--- src/rtl/rr_arb_16.sv ---
// 16-way round-robin arbiter with per-grant hold limit; grant lands 1 cycle after request.
// Requesters hold req until served; done, dropped req or hold limit releases, then one dead cycle.
module rr_arb_16 #(
  parameter int CNT_W    = 4,
  parameter int HOLD_MAX = 15
) (
  input  logic        clk,
  input  logic        reset,
  input  logic [15:0] req,
  input  logic        done,
  output logic        gnt_en,
  output logic [3:0]  gnt_idx,
  output logic [15:0] gnt,
  output logic        timeout
);

  typedef enum logic {IDLE, GRANT} state_t;

  localparam logic [CNT_W-1:0] HOLD_LIM = CNT_W'(HOLD_MAX);

  state_t           state_q, state_d;
  logic [3:0]       idx_q, idx_d;
  logic [3:0]       ptr_q, ptr_d;
  logic [CNT_W-1:0] cnt_q, cnt_d;
  logic             timeout_q, timeout_d;

  logic [3:0] pick_idx;
  logic       pick_vld;
  logic [3:0] cand;
  logic       rel_done, rel_drop, rel_hold;

  // Scan from the far end so the candidate closest to ptr wins.
  always_comb begin
    pick_idx = ptr_q;
    pick_vld = 1'b0;
    cand     = ptr_q;
    for (int j = 15; j >= 0; j--) begin
      cand = ptr_q + 4'(j);
      if (req[cand]) begin
        pick_idx = cand;
        pick_vld = 1'b1;
      end
    end
  end

  assign rel_done = done;
  assign rel_drop = ~req[idx_q];
  assign rel_hold = (cnt_q == HOLD_LIM);

  always_comb begin
    state_d   = state_q;
    idx_d     = idx_q;
    ptr_d     = ptr_q;
    cnt_d     = cnt_q;
    timeout_d = 1'b0;
    case (state_q)
      IDLE: begin
        if (pick_vld) begin
          idx_d   = pick_idx;
          cnt_d   = CNT_W'(1);
          state_d = GRANT;
        end
      end
      GRANT: begin
        if (rel_done || rel_drop || rel_hold) begin
          state_d   = IDLE;
          ptr_d     = idx_q + 4'd1;
          // A forced release only counts as a timeout when nothing else ended the grant.
          timeout_d = rel_hold && !rel_done && !rel_drop;
        end else begin
          cnt_d = cnt_q + CNT_W'(1);
        end
      end
    endcase
  end

  always_ff @(posedge clk or posedge reset) begin
    if (reset) begin
      state_q   <= IDLE;
      idx_q     <= 4'd0;
      ptr_q     <= 4'd0;
      cnt_q     <= '0;
      timeout_q <= 1'b0;
    end else begin
      state_q   <= state_d;
      idx_q     <= idx_d;
      ptr_q     <= ptr_d;
      cnt_q     <= cnt_d;
      timeout_q <= timeout_d;
    end
  end

  assign gnt_en  = (state_q == GRANT);
  assign gnt_idx = idx_q;
  assign timeout = timeout_q;

  always_comb begin
    gnt = 16'h0000;
    if (gnt_en) gnt[idx_q] = 1'b1;
  end

endmodule
--- config.mk ---
export PLATFORM = sky130hd
export DESIGN_NAME = rr_arb_16
export DESIGN_NICKNAME = d
export VERILOG_FILES = /design/src/rtl/rr_arb_16.sv
export SDC_FILE = /design/constraint.sdc
export NUM_CORES = 1
export LEC_CHECK = 0
export BUFFER_PORTS_ARGS = -buffer_cell sky130_fd_sc_hd__buf_2
export CORE_AREA = 2 2 152 80
export DETAILED_ROUTE_END_ITERATION = 7
export DIE_AREA = 0 0 154 82
export GPL_ROUTABILITY_DRIVEN = 1
export PLACE_DENSITY_LB_ADDON = 0.3
export SLEW_MARGIN = 15
export SYNTH_ARGS = -nofsm -noshare
export SYNTH_HDL_FRONTEND = slang
export SYNTH_SLANG_ARGS = --single-unit
--- constraint.sdc ---
create_clock -name clk -period 4.65 [get_ports clk]
set_input_delay 0.2325 -clock clk [delete_from_list [all_inputs] [get_ports clk]]
set_output_delay 0.2325 -clock clk [all_outputs]
set_load 0.1 [all_outputs]
==> impl_metrics.ini <==
[run_status]
outcome = completed

[timing]
relSlewSlack_pct = 48.1
fin_ws_ns = 0.717
hold_viol_final = 0
fin_crit_sh_pct = 84.6
rsz0062_at_grt = false
finClkSkew_ns = 0.00155
setup_violations = 0
final.min_clock_period_ns = 3.93
worstMarginPinSlew_ns = 0.778
finalMaxSlewViolations = 0
clock.fmax_mhz = 254
tns_ns = 0

[worst_setup_path]
timing.rr.start = ptr_q[1]
cp_max_fo = 19
worstPathCellList = inv_1 -> ha_1 -> mux2_2 -> mux4_2 -> a32oi_1 -> o21ai_0 -> o21ai_0 -> nand4_1 -> a311oi_1 -> a21oi_1
critical-path-top-delay-family = compound AO/OA/AOI/OAI gates
cp-startpoint = ptr_q[1]
reg2reg_to = gnt_idx[3]
cpMostUsedCell = o21ai_0
crit_buf_inv = 1
worst_setup_path_end_kind = flop
slowest_delay_ns = 0.83
cp.required_ns = 4.75
worst-r2r-setup-slack_ns = 0.72
crit_cells = 10
criticalPathCategory = reg -> reg
cp.arrival_ns = 4.03
crit_end = gnt_idx[3]
start_kind = flop
crit_slowest_cell = ha_1
reg2reg_depth = 10

[layout]
layout_commonest_cell = buf_2
design_area_um2 = 3500
diodes = 0
mostFrequentLayoutCells = 40 x buf_2, 33 x nand2_1, 32 x mux4_2, 32 x nor2_1, 21 x mux2i_1
nNetsFinal = 403
fillerInstances = 1180
final_core_util_pct = 30.7
layout-drive-gt1-share_pct = 29.4
syn_to_final_growth_pct = 13.8

[synth]
synth_nets = 373
synth_area_um2 = 3070
syn_inst = 342
synth_xor_area_share_pct = 3.71
async_flop_share_pct = 100
synth_top_family_by_area = multiplexers
synth-compound-area-share_pct = 17.8
synth-main-ff-cell = dfrtp_1
avgSynthCellArea_um2 = 8.99
synth_edf_count = 0
synth.mux.area_fraction_pct = 40.2
ys_seq_elements = 14
synth-simple-area-share_pct = 17.0
yosys_warnings = 0
synth-adder-area-share_pct = 4.89
ys_seq_area_share_pct = 11.4
yosys.cell_types.count = 61

[global_routing]
grt_max_degree = 30
antenna_found_initial = 1
grt_pass1_vias = 2878
grt_pass1_wl_um = 16500
grt_overflow = 0
groute.usage.overall_pct = 16.9

[detailed_routing]
vias = 3103
via_per_inst = 5.96
drc = 0
drtIter0Drc = 327
firstDrtPassIters = 5
drtAntennaViolNets = 0
avgRoutedWirePerCell_um = 20.6
wl_um = 10800

[clock_tree]
clock_sinks = 14
cts-root-buf = clkbuf_16
htree_num_levels = 1
cts_buffers = 3
cts_resized = 0
ctsHoldBuffers = 0
cts_setup_buffers = 0
clkTransAtPathRegs_ns = 0.05
clk_path_buf_depth = 2
clock_latency_ns = 0.24
tritoncts = built

[die]
die_h_um = 82
design.portCount = 41
dieArea_um2 = 12600
start_util_pct = 27.0
row_count = 28
core_area_um2 = 11400
die_width_um = 154

[run]
max-cap-violations = 0

[hold_path]
hp-class = in -> async

[placed_design]
gp_congestion = 1.02
dp_hpwl_um = 8370
place_ws_ns = 0.876
placed_area_um2 = 3410
place.port_buffers = 40
-- how the worst min path moves through the flow --
stage / from / cells past startpoint / slack, ns / to
6_report: reset / 2 / 0.02 / timeout
5_1_grt: reset / 2 / 0.09 / timeout
4_1_cts: reset / 2 / 0.05 / timeout
3_5_place_dp: reset / 2 / 0.31 / timeout
3_3_place_gp: reset / 2 / 0.29 / timeout
2_1_floorplan: reset / 1 / 0.12 / cnt_q[0]
-- synthesized netlist by cell type, drive strengths merged, types with 5 or more instances --
cell type,instances,share of area [%]
inv,14,1.7
mux2,23,8.4
nor2,32,3.9
and3,5,1.0
dfrtp,14,11
nand2,34,4.2
mux2i,23,8.3
xnor2,8,2.3
ha,12,4.9
mux4,32,23
a21boi,5,1.2
a21oi,19,3.1
o21ai,17,2.8
nor2b,6,1.2
clkbuf,10,1.2
xor2,5,1.4
nand3,5,0.81
nand4,5,1.0
a31oi,5,1.2
nor3,6,0.98
buf,11,2.0
-- through the flow --
stage                     hold WS (ns)  cells
after detailed placement         0.307    517
after floorplan                  0.122    342
after global routing            0.0922    521
final                           0.0233    521
after CTS                       0.0473    521
after global placement           0.290    517
-- cell type report --
type	instances	area, µm²	share of cell area [%]
Multi-Input combinational cell	292	2570	73.4
Sequential cell	14	350	10.0
Timing Repair Buffer	46	245	7.02
Tap cell	150	188	5.37
Clock buffer	4	88.8	2.54
Inverter	15	56.3	1.61
-- worst register-to-register path, cell delays in order (launching register included) --
cell and delay (ns):
dfrtp_1 0.34, inv_1 0.13, ha_1 0.83, mux2_2 0.44, mux4_2 0.56, a32oi_1 0.23
o21ai_0 0.16, o21ai_0 0.21, nand4_1 0.12, a311oi_1 0.62, a21oi_1 0.14
-- flip-flops by register name (all words and copies together) (netlist names) --
register,count
gnt_idx,4
gnt_en,1
timeout,1
ptr_q,4
cnt_q,4
-- routing by layer --
layer / vias up / GRT usage, % / routed length [µm]
met5: - / 0 / 0
met4: 0 / 2.52 / 70
met3: 12 / 6.91 / 1560
met2: 177 / 20.9 / 3980
met1: 1541 / 26.3 / 5140
li1: 1373 / - / -
-- kinds of logic after synthesis --
group           Yosys count
mux                      78
buf+inv                  36
compound gates           81
flops                    14
fa+ha+maj                12
simple gates            108
xor+xnor                 13
Power is not shown: default switching activity piles up to over one toggle a cycle in this logic, so the estimate is an artifact.
